File: src/rtl/mm_sequencer_if.sv
// rtl/mm_sequencer_if.sv - operand, result and MMHelper bus bundle for mm_sequencer
//
// Purpose: groups the three streams/buses that mm_sequencer owns.
//   operand stream : in_valid, in_ready, in_data
//   result stream  : res_valid, res_ready, res_data, res_i, res_j
//   MMHelper bus   : mm_wr_enable, mm_compute_enable, mm_is_first_mat,
//                    mm_in_data, mm_i, mm_j, mm_match_dim, mm_out_data
// Modports:
//   master : the sequencer side
//   slave  : the operand source, result sink and MMHelper side
interface mm_sequencer_if #(
   parameter int DATA_WIDTH     = 8,
   parameter int OUT_DATA_WIDTH = 20
);
   logic                      in_valid;
   logic                      in_ready;
   logic [DATA_WIDTH-1:0]     in_data;

   logic                      res_valid;
   logic                      res_ready;
   logic [OUT_DATA_WIDTH-1:0] res_data;
   logic [3:0]                res_i;
   logic [3:0]                res_j;

   logic                      mm_wr_enable;
   logic                      mm_compute_enable;
   logic                      mm_is_first_mat;
   logic [DATA_WIDTH-1:0]     mm_in_data;
   logic [3:0]                mm_i;
   logic [3:0]                mm_j;
   logic [3:0]                mm_match_dim;
   logic [OUT_DATA_WIDTH-1:0] mm_out_data;

   modport master (
      input  in_valid, in_data, res_ready, mm_out_data,
      output in_ready, res_valid, res_data, res_i, res_j,
             mm_wr_enable, mm_compute_enable, mm_is_first_mat,
             mm_in_data, mm_i, mm_j, mm_match_dim
   );

   modport slave (
      output in_valid, in_data, res_ready, mm_out_data,
      input  in_ready, res_valid, res_data, res_i, res_j,
             mm_wr_enable, mm_compute_enable, mm_is_first_mat,
             mm_in_data, mm_i, mm_j, mm_match_dim
   );
endinterface

File: src/rtl/mm_sequencer.sv
// rtl/mm_sequencer.sv - start/done job controller for one MMHelper matrix-multiply datapath
//
// Purpose: loads A then B (row-major) from the operand stream into MMHelper,
// then issues one compute per output element and returns C row-major on the
// result stream.
// Ports:
//   clk, reset   : clock, asynchronous active-high reset
//   start, dim   : job start pulse (honoured only when idle) and square dimension
//   busy         : high whenever not idle
//   done, err    : one-cycle end-of-job pulse; err flags dim of 0 or above N
//   bus (master) : operand stream, result stream and MMHelper drive/return
module mm_sequencer #(
   parameter int DATA_WIDTH     = 8,
   parameter int N              = 4,
   parameter int OUT_DATA_WIDTH = 20
) (
   input  logic           clk,
   input  logic           reset,
   input  logic           start,
   input  logic [3:0]     dim,
   output logic           busy,
   output logic           done,
   output logic           err,
   mm_sequencer_if.master bus
);

   localparam logic [3:0] N_MAX = 4'(N);

   typedef enum logic [2:0] {
      S_IDLE, S_LOAD_A, S_LOAD_B, S_ISSUE, S_CAPTURE, S_OUTPUT, S_DONE
   } state_t;

   state_t                    state_q, state_d;
   logic [3:0]                dim_q, dim_d;
   logic [3:0]                r_q, r_d;
   logic [3:0]                c_q, c_d;
   logic                      err_q, err_d;
   logic                      res_valid_q, res_valid_d;
   logic [OUT_DATA_WIDTH-1:0] res_data_q, res_data_d;
   logic [3:0]                res_i_q, res_i_d;
   logic [3:0]                res_j_q, res_j_d;

   logic                      loading;
   logic                      dim_ok;
   logic [3:0]                dim_last;
   logic                      row_end;
   logic                      last_elem;
   logic [3:0]                r_next;
   logic [3:0]                c_next;
   logic [DATA_WIDTH-1:0]     in_data_w;

   assign loading   = (state_q == S_LOAD_A) || (state_q == S_LOAD_B);
   assign dim_ok    = (dim != 4'd0) && (dim <= N_MAX);
   assign dim_last  = dim_q - 4'd1;
   assign row_end   = (c_q == dim_last);
   assign last_elem = row_end && (r_q == dim_last);
   // Row-major walk over the dim x dim grid shared by loading and issuing.
   assign c_next    = row_end ? 4'd0 : c_q + 4'd1;
   assign r_next    = row_end ? r_q + 4'd1 : r_q;

   always_comb begin
      state_d     = state_q;
      dim_d       = dim_q;
      r_d         = r_q;
      c_d         = c_q;
      err_d       = err_q;
      res_valid_d = res_valid_q;
      res_data_d  = res_data_q;
      res_i_d     = res_i_q;
      res_j_d     = res_j_q;
      case (state_q)
         S_IDLE: begin
            if (start) begin
               dim_d   = dim;
               err_d   = !dim_ok;
               r_d     = 4'd0;
               c_d     = 4'd0;
               state_d = dim_ok ? S_LOAD_A : S_DONE;
            end
         end
         S_LOAD_A, S_LOAD_B: begin
            if (bus.in_valid) begin
               if (last_elem) begin
                  r_d     = 4'd0;
                  c_d     = 4'd0;
                  state_d = (state_q == S_LOAD_A) ? S_LOAD_B : S_ISSUE;
               end else begin
                  r_d = r_next;
                  c_d = c_next;
               end
            end
         end
         S_ISSUE: state_d = S_CAPTURE;
         S_CAPTURE: begin
            // MMHelper's registered result is valid one cycle after compute.
            res_data_d  = bus.mm_out_data;
            res_i_d     = r_q;
            res_j_d     = c_q;
            res_valid_d = 1'b1;
            state_d     = S_OUTPUT;
         end
         S_OUTPUT: begin
            if (bus.res_ready) begin
               res_valid_d = 1'b0;
               if (last_elem) begin
                  r_d     = 4'd0;
                  c_d     = 4'd0;
                  state_d = S_DONE;
               end else begin
                  r_d     = r_next;
                  c_d     = c_next;
                  state_d = S_ISSUE;
               end
            end
         end
         S_DONE:  state_d = S_IDLE;
         default: state_d = S_IDLE;
      endcase
   end

   always_ff @(posedge clk or posedge reset) begin
      if (reset) begin
         state_q     <= S_IDLE;
         dim_q       <= 4'd0;
         r_q         <= 4'd0;
         c_q         <= 4'd0;
         err_q       <= 1'b0;
         res_valid_q <= 1'b0;
         res_data_q  <= '0;
         res_i_q     <= 4'd0;
         res_j_q     <= 4'd0;
      end else begin
         state_q     <= state_d;
         dim_q       <= dim_d;
         r_q         <= r_d;
         c_q         <= c_d;
         err_q       <= err_d;
         res_valid_q <= res_valid_d;
         res_data_q  <= res_data_d;
         res_i_q     <= res_i_d;
         res_j_q     <= res_j_d;
      end
   end

   assign busy = (state_q != S_IDLE);
   assign done = (state_q == S_DONE);
   assign err  = err_q;

   assign in_data_w             = bus.in_data;
   assign bus.in_ready          = loading;
   // MMHelper writes on the same edge the operand beat is accepted.
   assign bus.mm_wr_enable      = bus.in_valid && loading;
   assign bus.mm_in_data        = in_data_w;
   assign bus.mm_is_first_mat   = (state_q == S_LOAD_A);
   assign bus.mm_compute_enable = (state_q == S_ISSUE);
   assign bus.mm_i              = r_q;
   assign bus.mm_j              = c_q;
   assign bus.mm_match_dim      = busy ? dim_q : 4'd0;

   assign bus.res_valid = res_valid_q;
   assign bus.res_data  = res_data_q;
   assign bus.res_i     = res_i_q;
   assign bus.res_j     = res_j_q;

endmodule

File: src/flat_wrapper.sv
// flat-port wrapper written by rule: the top's interface ports become plain ports
module mm_sequencer_flat 
#(
   parameter int DATA_WIDTH     = 8,
   parameter int N              = 4,
   parameter int OUT_DATA_WIDTH = 20
)
  (clk, reset, start, dim, busy, done, err, bus_in_valid, bus_in_data, bus_res_ready, bus_mm_out_data, bus_in_ready, bus_res_valid, bus_res_data, bus_res_i, bus_res_j, bus_mm_wr_enable, bus_mm_compute_enable, bus_mm_is_first_mat, bus_mm_in_data, bus_mm_i, bus_mm_j, bus_mm_match_dim);
  mm_sequencer_if #(.DATA_WIDTH(DATA_WIDTH), .OUT_DATA_WIDTH(OUT_DATA_WIDTH)) bus_i ();
  input  logic clk;
  input  logic reset;
  input  logic start;
  input  logic [3:0] dim;
  output logic busy;
  output logic done;
  output logic err;
  input wire logic [$bits(bus_i.in_valid)-1:0] bus_in_valid;
  input wire logic [$bits(bus_i.in_data)-1:0] bus_in_data;
  input wire logic [$bits(bus_i.res_ready)-1:0] bus_res_ready;
  input wire logic [$bits(bus_i.mm_out_data)-1:0] bus_mm_out_data;
  output wire logic [$bits(bus_i.in_ready)-1:0] bus_in_ready;
  output wire logic [$bits(bus_i.res_valid)-1:0] bus_res_valid;
  output wire logic [$bits(bus_i.res_data)-1:0] bus_res_data;
  output wire logic [$bits(bus_i.res_i)-1:0] bus_res_i;
  output wire logic [$bits(bus_i.res_j)-1:0] bus_res_j;
  output wire logic [$bits(bus_i.mm_wr_enable)-1:0] bus_mm_wr_enable;
  output wire logic [$bits(bus_i.mm_compute_enable)-1:0] bus_mm_compute_enable;
  output wire logic [$bits(bus_i.mm_is_first_mat)-1:0] bus_mm_is_first_mat;
  output wire logic [$bits(bus_i.mm_in_data)-1:0] bus_mm_in_data;
  output wire logic [$bits(bus_i.mm_i)-1:0] bus_mm_i;
  output wire logic [$bits(bus_i.mm_j)-1:0] bus_mm_j;
  output wire logic [$bits(bus_i.mm_match_dim)-1:0] bus_mm_match_dim;
  assign bus_i.in_valid = bus_in_valid;
  assign bus_i.in_data = bus_in_data;
  assign bus_i.res_ready = bus_res_ready;
  assign bus_i.mm_out_data = bus_mm_out_data;
  assign bus_in_ready = bus_i.in_ready;
  assign bus_res_valid = bus_i.res_valid;
  assign bus_res_data = bus_i.res_data;
  assign bus_res_i = bus_i.res_i;
  assign bus_res_j = bus_i.res_j;
  assign bus_mm_wr_enable = bus_i.mm_wr_enable;
  assign bus_mm_compute_enable = bus_i.mm_compute_enable;
  assign bus_mm_is_first_mat = bus_i.mm_is_first_mat;
  assign bus_mm_in_data = bus_i.mm_in_data;
  assign bus_mm_i = bus_i.mm_i;
  assign bus_mm_j = bus_i.mm_j;
  assign bus_mm_match_dim = bus_i.mm_match_dim;
  mm_sequencer #(.DATA_WIDTH(DATA_WIDTH), .N(N), .OUT_DATA_WIDTH(OUT_DATA_WIDTH)) u_core (.clk(clk), .reset(reset), .start(start), .dim(dim), .busy(busy), .done(done), .err(err), .bus(bus_i));
endmodule
File: config.mk
export PLATFORM = sky130hd
export DESIGN_NAME = mm_sequencer_flat
export DESIGN_NICKNAME = d
export VERILOG_FILES = /design/src/rtl/mm_sequencer_if.sv /design/src/rtl/mm_sequencer.sv /design/src/flat_wrapper.sv
export SDC_FILE = /design/constraint.sdc
export NUM_CORES = 1
export LEC_CHECK = 0
export ABC_AREA = 1
export CORE_ASPECT_RATIO = 0.75
export CORE_MARGIN = 1.5
export CORE_UTILIZATION = 45
export DETAILED_ROUTE_END_ITERATION = 7
export PLACE_DENSITY = 0.9
export SLEW_MARGIN = 20
export SYNTH_ARGS = -nofsm -noshare
export SYNTH_HDL_FRONTEND = slang
export SYNTH_SLANG_ARGS = --single-unit
File: constraint.sdc
create_clock -name clk -period 2.9 [get_ports clk]
set_input_delay 0.58 -clock clk [delete_from_list [all_inputs] [get_ports clk]]
set_output_delay 0.58 -clock clk [all_outputs]
set_load 0.03 [all_outputs]
==> results.md, run 1 <==
- Pin count of the biggest net entering global routing: 38
- DIE AREA: 5512 µm²
- Max_cap viols: 0
- Hold_ws: 0.4733 ns
- Tot Pwr: 0.003746 W
- Top-count cell post-synth: nand2_1
- Sw frac: 0.4752
- Kind of critical path: flip-flop to output port
- Worst-path clk slew: 0.08 ns
- CTS H-tree depth: 2
- Placer Congestion: 0.8578
- Final hold violations: 0
- # IOs: 93
- Syn avg cell area: 7.684 µm²
- Crit path DAT: 2.02 ns
- Ranking of synthesized cells by area: dfrtp_1 49%, nand2_1 21%, inv_1 3.9%
- Sequential-to-total area share from yosys stat: 0.4934
- Reg area: 1126 µm²
- Setup bufs post-CTS: 0
- Final #Nets: 410
- Slew at the pin with the worst max-slew slack: 0.5499 ns
- Most frequent cells after synthesis: 127 x nand2_1, 45 x dfrtp_1, 24 x inv_1, 20 x nor2_1, 17 x nand3_1
- DR iter-0 viols: 116
- Die W: 85.23 µm
- Mapped Cells: 297
- Failing checks: design-rule violations
- Via/cell ratio: 4.840
- Hold Crit Depth: 2
- Core area: 4900 µm²
- Fmax: 385.0 MHz
- PwrDens: 1179 nW/µm²
- R2R depth: 12
- Max FO, Critical Path: 7
- Syn nets: 337
- EDFF count, synth: 0
- Worst setup SP type: flip-flop
- Fin Setup TNS: 0 ns
- Yosys warns: 0
- Flop pwr share: 0.283
- Clk_lat worst skew: 0.30 ns
- Placed Area: 3062 µm²
- Status: finished, violations left
- Layout fillers: 423
- First-pass GRT wire length: 8.659 mm
- Unrepaired setup endpoints after global routing: false
- Synthesized flop and latch total: 45
- Clk sink count: 45
- Setup violators final: 0
- Internal power: 0.001966 W
- Ant diodes: 0
- Async S/R FF share, synth: 1.000
- Fin crit period: 2.597 ns
- CTS resizes: 0
- P_sw: 0.001780 W
- Share of layout cells above drive strength 1: 0.07547
- Vias in the first global route: 1887
- Post-Syn Area: 2282 µm²
- Post-CTS Hold Fix Bufs: 0
- Area grow syn2layout: 39.20%
- Clk pwr share: 0.127
- Worst slew margin: 0.6329
- Worst clock skew: 0.005114 ns
- Clock root cell: clkbuf_8
- Pleak: 1.543 nW
- Fin crit share: 0.8957
- WL/cell: 12.33 µm
- CTS Buf Count: 5
- Final Routed Wirelength: 5.315 mm
- Area leader, netlist: dfrtp_1
- Peak VDD IR: 0.0005795 V
- DRC: 5
- Site Rows: 22
- Gr usage total: 0.1978
- Pre-CTS setup slack: 0.4626 ns
- Initial antenna violation count: 0
- Max Slew Vio Count: 0
- Hold Crit Class: flip-flop to flip-flop
- Die span in y: 64.68 µm
- Vias: 2086
- Initial Util: 0.4658
- Synth cell types: 25
- Logic pwr share: 0.590
- Area occupied by multi-input gates: 968.4 µm²
- CP Capture Type: output port
- Remaining Overflow, GRT: 0
- Synth Flop Type: dfrtp_1
- Crit path required time: 2.32 ns
- HPWL Detailed: 4.011 mm
- Design Area, Final: 3177 µm²
- CTS tree: done
- Number of buffer cells added on primary ports: 76
- Final setup margin: 0.3026 ns
- Antenna Nets Post-Route: 0
- Pre-Repair DR Iteration Count: 6
- Share of the synthesized area in the top cell type: 0.4934
- Max Root-Sink Buffers: 2
-- kinds of logic (layout without fill, tap and decap cells) --
| kind of cell | Yosys count | after routing | share of synthesized area |
|---|---|---|---|
| compound gates | 24 | 24 | 0.05922 |
| xor+xnor | 5 | 5 | 0.01919 |
| buf+inv | 42 | 116 | 0.08224 |
| flops | 45 | 45 | 0.4934 |
| simple gates | 177 | 177 | 0.3246 |
| mux | 1 | 1 | 0.004934 |
| fa+ha+maj | 3 | 3 | 0.01645 |
-- through the flow --
step / util / cells
CTS: 0.6484 / 431
floorplan: - / 297
global route: 0.6484 / 431
global placement: 0.6249 / 423
detailed placement: 0.6249 / 423
finish: 0.6484 / 431
-- worst paths after layout --
kind	slack, ns	to	start
worst max-delay path	0.30	busy	u_core.state_q[0]
worst min-delay path	0.47	u_core.bus.res_data[11]	u_core.bus.res_data[11]
worst max register to register	0.84	u_core.state_q[0]	u_core.dim_q[0]
worst min register to register	0.47	u_core.bus.res_data[11]	u_core.bus.res_data[11]
max in group asynchronous	1.76	u_core.dim_q[3]	reset
min in group asynchronous	0.58	u_core.bus.res_data[5]	reset
-- registers in the layout (all words and copies together) (netlist names) --
| name | cells |
|---|---|
| u_core.err | 1 |
| u_core.bus.mm_i | 4 |
| u_core.state_q | 3 |
| u_core.bus.res_valid | 1 |
| u_core.bus.res_j | 4 |
| u_core.bus.mm_j | 4 |
| u_core.dim_q | 4 |
| u_core.bus.res_data | 20 |
| u_core.bus.res_i | 4 |
-- layer usage --
layer	up-vias	part of all wire	GRT usage
met5	-	0	0
met4	0	0.0019	0.03484
met3	2	0.058	0.04459
met2	55	0.48	0.3393
met1	975	0.46	0.2609
li1	1054	-	-
-- layout by cell type, fill, tap and decap left out, types with 3 or more instances in the layout --
cell type and instances:
clkbuf_8 5, inv_2 6, nand2_2 4, clkdlybuf4s50_1 76
dfrtp_1 45, o21ai_0 16, nand2_1 127, nor2_1 20
xor2_1 3, buf_4 3, nand3_1 17, ha_1 3
inv_1 23, o21ai_1 4
-- power by group through the flow --
| stage | Sequential (W) | Clock, W | Combinational, W |
|---|---|---|---|
| finish | 0.00106 | 0.000476 | 0.00221 |
| global placement | 0.00105 | 0 | 0.00216 |
| global route | 0.00110 | 0.000515 | 0.00241 |
| floorplan | 0.00144 | 0 | 0.00106 |
| CTS | 0.00106 | 0.000490 | 0.00222 |
| detailed placement | 0.00107 | 0 | 0.00221 |
-- worst max-delay path, stage by stage, from the launching register on --
cell and delay, ns:
dfrtp_1 0.45, nor2_1 0.20, inv_2 0.09, nor2_2 0.27, inv_2 0.10, clkdlybuf4s50_1 0.60
-- layout make-up --
| cell class | count | area share |
|---|---|---|
| timing repair buffer | 79 | 0.2466 |
| inverter | 29 | 0.03427 |
| tap | 60 | 0.02363 |
| multi-input combinational | 210 | 0.3048 |
| clock inverter | 3 | 0.01457 |
| clock buffer | 5 | 0.02166 |
| sequential | 45 | 0.3545 |
Power figures use the tool's default switching activity.
==> inputs of run 2 (changes only) <==
CORE_UTILIZATION = 46   (was 45)
PLACE_DENSITY = 0.92   (was 0.9)
==> run 2 against run 1 <==
Net effect:
- the run now ends clean
- fmax is 0.85% higher
- clock skew is 0.0040 ns higher
- critical path depth up 1
- total power grew 2.0%
- largest cell class unchanged
==> results.md, run 2 (synthesis gave the netlist of run 1 again) <==
- Final setup margin: 0.3245 ns (was 0.3026 ns)
- Clk sink count: 45 (unchanged)
- HPWL Detailed: 3.819 mm (was 4.011 mm)
- Ant diodes: 0 (unchanged)
- Tot Pwr: 0.003819 W (was 0.003746 W)
- Unrepaired setup endpoints after global routing: false (unchanged)
- Post-CTS Hold Fix Bufs: 0 (unchanged)
- CTS resizes: 0 (unchanged)
- Hold Crit Class: flip-flop to flip-flop (unchanged)
- Max Root-Sink Buffers: 2 (unchanged)
- Pleak: 1.558 nW (was 1.543 nW)
- RR Endpoint: u_core.state_q[1] (was u_core.state_q[0])
- Worst-path clk slew: 0.08 ns (about the same)
- Pre-CTS setup slack: 0.4865 ns (was 0.4626 ns)
- Fin crit share: 0.8881 (was 0.8957)
- Die span in y: 64 µm (was 64.68 µm)
- PwrDens: 1195 nW/µm² (was 1179 nW/µm²)
- Clock root cell: clkbuf_8 (unchanged)
- Number of buffer cells added on primary ports: 76 (unchanged)
- Final hold violations: 0 (unchanged)
- Max_cap viols: 0 (unchanged)
- Gr usage total: 0.1978 (about the same)
- Initial antenna violation count: 0 (unchanged)
- R2r startpoint: u_core.dim_q[0] (unchanged)
- Worst clock skew: 0.009074 ns (was 0.005114 ns)
- Pre-Repair DR Iteration Count: 4 (was 6)
- Peak VDD IR: 0.0007456 V (was 0.0005795 V)
- Area grow syn2layout: 40.02% (was 39.20%)
- Status: complete, no violations (was finished, violations left)
- Worst slew margin: 0.6284 (was 0.6329)
- Kind of critical path: flip-flop to output port (unchanged)
- Worst Min Path Start: u_core.bus.res_data[16] (was u_core.bus.res_data[11])
- Crit path DAT: 2.00 ns (was 2.02 ns)
- Max Slew Vio Count: 0 (unchanged)
- Layout fillers: 374 (was 423)
- CTS H-tree depth: 2 (unchanged)
- DR iter-0 viols: 145 (was 116)
- Slowest stage delay, CP: 0.67 ns (was 0.60 ns)
- Hold_ws: 0.4749 ns (was 0.4733 ns)
- DIE AREA: 5397 µm² (was 5512 µm²)
- CP Capture Type: output port (unchanged)
- Initial Util: 0.4935 (was 0.4658)
- DRC: 0 (was 5)
- # IOs: 93 (unchanged)
- Antenna Nets Post-Route: 0 (unchanged)
- Cell chain of the critical path: inv_2 > nand2_2 > o21ai_2 > inv_1 > nor2_1 > clkdlybuf4s50_1 (was nor2_1 > inv_2 > nor2_2 > inv_2 > clkdlybuf4s50_1)
- Die W: 84.33 µm (was 85.23 µm)
- Pin count of the biggest net entering global routing: 38 (unchanged)
- Final Routed Wirelength: 5.052 mm (was 5.315 mm)
- Fmax: 388.3 MHz (was 385.0 MHz)
- CP max-delay cell: clkdlybuf4s50_1 (unchanged)
- Max FO, Critical Path: 6 (was 7)
- CTS Buf Count: 5 (unchanged)
- WHS Endpoint: u_core.bus.res_data[16] (was u_core.bus.res_data[11])
- Via/cell ratio: 4.794 (was 4.840)
- Site Rows: 21 (was 22)
- Vias: 2052 (was 2086)
- R2R depth: 13 (was 12)
- Clk_lat worst skew: 0.30 ns (about the same)
- Vias in the first global route: 1889 (was 1887)
- Share of layout cells above drive strength 1: 0.07547 (unchanged)
- Hold Crit Depth: 2 (unchanged)
- Placer Congestion: 0.9044 (was 0.8578)
- First-pass GRT wire length: 8.618 mm (was 8.659 mm)
- Fin Setup TNS: 0 ns (unchanged)
- Max FFs per register: 20 (unchanged)
- Crit path required time: 2.32 ns (about the same)
- Worst setup SP type: flip-flop (unchanged)
- Most frequent cells in the layout: 127 x nand2_1, 76 x clkdlybuf4s50_1, 45 x dfrtp_1, 23 x inv_1, 20 x nor2_1 (unchanged)
- Core area: 4624 µm² (was 4900 µm²)
- WL/cell: 11.80 µm (was 12.33 µm)
- Commonest non-fill, non-tap cell in the layout: nand2_1 (unchanged)
- Fin crit period: 2.576 ns (was 2.597 ns)
- Setup bufs post-CTS: 0 (unchanged)
- Setup violators final: 0 (unchanged)
- Final #Nets: 410 (unchanged)
- Slew at the pin with the worst max-slew slack: 0.5566 ns (was 0.5499 ns)
- Remaining Overflow, GRT: 0 (unchanged)
- Worst R2R Setup Slack: 0.86 ns (was 0.84 ns)
- CTS tree: done (unchanged)
run 2: changes by cell type in the layout (fill, tap and decap cells not counted):
cell / before / now
bufinv_16: 1 / 2
clkinv_4: 1 / 0
clkinvlp_4: 1 / 0
inv_6: 0 / 1
run 2: cell type report:
type	instances	area, µm²	area share
multi-input cells	210	968.4	0.3031
well taps	57	71.32	0.02232
clock buffers	5	68.82	0.02153
clock inverters	3	68.82	0.02153
inverters	29	108.9	0.03406
repair buffers	79	783.3	0.2451
flip-flops and latches	45	1126	0.3524
run 2: how the worst max path moves through the flow:
stage,slack [ns],depth (start not counted),start,to
finish,0.32,6,u_core.state_q[1],bus_mm_wr_enable
global route,0.19,6,u_core.state_q[1],bus_mm_wr_enable
CTS,0.32,5,u_core.state_q[0],busy
detailed placement,0.49,4,bus_in_valid,bus_mm_wr_enable
global placement,0.47,4,bus_in_valid,bus_mm_wr_enable
floorplan,0.84,5,u_core.state_q[1],bus_mm_wr_enable
run 2: metrics by stage:
stage            util  instances  instance area, µm²
2_1_floorplan       -        297                2282
3_3_place_gp   0.6613        420                3058
3_5_place_dp   0.6613        420                3058
4_1_cts        0.6910        428                3196
5_1_grt        0.6910        428                3196
6_report       0.6910        428                3196
run 2: report_power, final:
group	total [W]	switching (W)	internal (W)	leakage (nW)
Clock	0.000568	0.000222	0.000347	0.0687
Sequential	0.00106	0.000180	0.000876	0.569
Combinational	0.00219	0.00136	0.000832	0.919
run 2: critical path: cells and delay by family, from the launching register on:
| family | cells | cell delay (ns) |
|---|---|---|
| DFF | 1 | 0.45 |
| and+or+nand+nor | 2 | 0.18 |
| buffers and inverters | 3 | 0.82 |
| AOI/OAI and AO/OA | 1 | 0.25 |
run 2: layer usage:
metal | vias up | part of all wire | GRT usage
met4 | 0 | 0.0020 | 0.02621
met1 | 930 | 0.49 | 0.2795
met5 | - | 0 | 0
met3 | 2 | 0.055 | 0.06072
met2 | 66 | 0.45 | 0.3110
li1 | 1054 | - | -
==> inputs of run 3 (changes only) <==
MAX_ROUTING_LAYER = met4   (was default)
==> run 3 against run 2 <==
Net effect:
- combinational power about the same
- clock-buffer cell count unchanged
- sequential share of layout area unchanged
- global-route usage up 0.59 points
- critical path type unchanged
==> results.md, run 3 (synthesis gave the netlist of run 1 again) <==
- Status: complete, no violations (unchanged)
- Fin Setup TNS: 0 ns (unchanged)
- Fin crit share: 0.8881 (about the same)
- Clk sink count: 45 (unchanged)
- DRC: 0 (unchanged)
- Worst setup SP type: flip-flop (unchanged)
- Worst slew margin: 0.6284 (unchanged)
- First-pass GRT wire length: 8.631 mm (was 8.618 mm)
- Final setup margin: 0.3245 ns (about the same)
- Fin util: 0.6910 (unchanged)
- Share of layout cells above drive strength 1: 0.07547 (unchanged)
- Max_cap viols: 0 (unchanged)
- Final Routed Wirelength: 5.049 mm (was 5.052 mm)
- Clock root cell: clkbuf_8 (unchanged)
- Remaining Overflow, GRT: 0 (unchanged)
- Die W: 84.33 µm (unchanged)
- Fin crit period: 2.575 ns (was 2.576 ns)
- Pre-CTS setup slack: 0.4865 ns (unchanged)
- Initial Util: 0.4935 (unchanged)
- Final #Nets: 410 (unchanged)
- Final hold violations: 0 (unchanged)
- Layout fillers: 374 (unchanged)
- CP Capture Type: output port (unchanged)
- Slew at the pin with the worst max-slew slack: 0.5566 ns (unchanged)
- DIE AREA: 5397 µm² (unchanged)
- Commonest non-fill, non-tap cell in the layout: nand2_1 (unchanged)
- HPWL Detailed: 3.819 mm (unchanged)
- WL/cell: 11.80 µm (about the same)
- Max Root-Sink Buffers: 2 (unchanged)
- CTS H-tree depth: 2 (unchanged)
- Initial antenna violation count: 0 (unchanged)
- Setup bufs post-CTS: 0 (unchanged)
- Kind of critical path: flip-flop to output port (unchanged)
- Clk_lat worst skew: 0.30 ns (about the same)
- Number of buffer cells added on primary ports: 76 (unchanged)
- Peak VDD IR: 0.0007456 V (about the same)
- CTS tree: done (unchanged)
- Gr usage total: 0.2038 (was 0.1978)
- DR iter-0 viols: 132 (was 145)
- Worst-path clk slew: 0.08 ns (about the same)
- Core area: 4624 µm² (unchanged)
- Hold Crit Class: flip-flop to flip-flop (unchanged)
- CTS Buf Count: 5 (unchanged)
- Vias: 2048 (was 2052)
- Die span in y: 64 µm (unchanged)
- Worst clock skew: 0.009120 ns (was 0.009074 ns)
- Setup violators final: 0 (unchanged)
- Max FO, Critical Path: 6 (unchanged)
- Hold_ws: 0.4749 ns (unchanged)
- Unrepaired setup endpoints after global routing: false (unchanged)
- Vias in the first global route: 1890 (was 1889)
- Crit path required time: 2.32 ns (about the same)
- PwrDens: 1195 nW/µm² (about the same)
- Pin count of the biggest net entering global routing: 38 (unchanged)
- Antenna Nets Post-Route: 0 (unchanged)
- Pre-Repair DR Iteration Count: 4 (unchanged)
- Pleak: 1.558 nW (unchanged)
- Crit path DAT: 2.00 ns (about the same)
- Ant diodes: 0 (unchanged)
- Fmax: 388.3 MHz (about the same)
- Most frequent cells in the layout: 127 x nand2_1, 76 x clkdlybuf4s50_1, 45 x dfrtp_1, 23 x inv_1, 20 x nor2_1 (unchanged)
- Site Rows: 21 (unchanged)
- Area grow syn2layout: 40.02% (unchanged)
- Placer Congestion: 0.9200 (was 0.9044)
- Via/cell ratio: 4.785 (was 4.794)
- Max FFs per register: 20 (unchanged)
- Reg area: 1126 µm² (unchanged)
- # IOs: 93 (unchanged)
- Max Slew Vio Count: 0 (unchanged)
- CTS resizes: 0 (unchanged)
- Post-CTS Hold Fix Bufs: 0 (unchanged)
- Area occupied by multi-input gates: 968.4 µm² (unchanged)
-- run 3: cell counts in the layout (fill, tap and decap cells not counted) --
Identical to the previous run, type by type.
-- run 3: stage by stage --
stage / cell area [µm²] / std cells / total power [W]
final: 3196 / 428 / 0.003819
after global routing: 3196 / 428 / 0.004096
after CTS: 3196 / 428 / 0.003839
after detailed placement: 3058 / 420 / 0.003266
after global placement: 3058 / 420 / 0.003208
after floorplan: 2282 / 297 / 0.002500
-- run 3: path summary, 6_finish.rpt --
check,startpoint,end,slack (ns),cells after the start
min in group asynchronous,reset,u_core.bus.res_data[8],0.62,2
max in group asynchronous,reset,u_core.bus.res_i[2],1.74,3
worst max register to register,u_core.dim_q[0],u_core.state_q[1],0.88,13
worst min register to register,u_core.bus.res_data[16],u_core.bus.res_data[16],0.47,2
worst max-delay path,u_core.state_q[1],bus_mm_wr_enable,0.32,6
worst min-delay path,u_core.bus.res_data[16],u_core.bus.res_data[16],0.47,2
-- run 3: report_power, final --
group          internal (W)  total, W  leakage [nW]  switching [W]
Combinational      0.000832   0.00219         0.919        0.00136
Clock              0.000347  0.000568        0.0687       0.000222
Sequential         0.000876   0.00106         0.569       0.000180
Total               0.00205   0.00382          1.56        0.00176
-- run 3: layer usage --
metal / track usage / share of wire / wire (µm)
met3: 0.05814 / 0.053 / 266
met5: - / 0 / 0
met4: 0.02621 / 0.0020 / 10
met1: 0.2828 / 0.49 / 2484
met2: 0.3100 / 0.45 / 2287
-- run 3: layout make-up --
| cell class | instances | area share |
|---|---|---|
| Sequential cell | 45 | 0.3524 |
| Multi-Input combinational cell | 210 | 0.3031 |
| Timing Repair Buffer | 79 | 0.2451 |
| Inverter | 29 | 0.03406 |
| Tap cell | 57 | 0.02232 |
| Clock buffer | 5 | 0.02153 |
| Clock inverter | 3 | 0.02153 |
-- run 3: worst max-delay path, stage by stage, from the launching register on --
cell             delay [ns]
dfrtp_1                0.45
inv_2                  0.09
nand2_2                0.10
o21ai_2                0.25
inv_1                  0.06
nor2_1                 0.08
clkdlybuf4s50_1        0.67
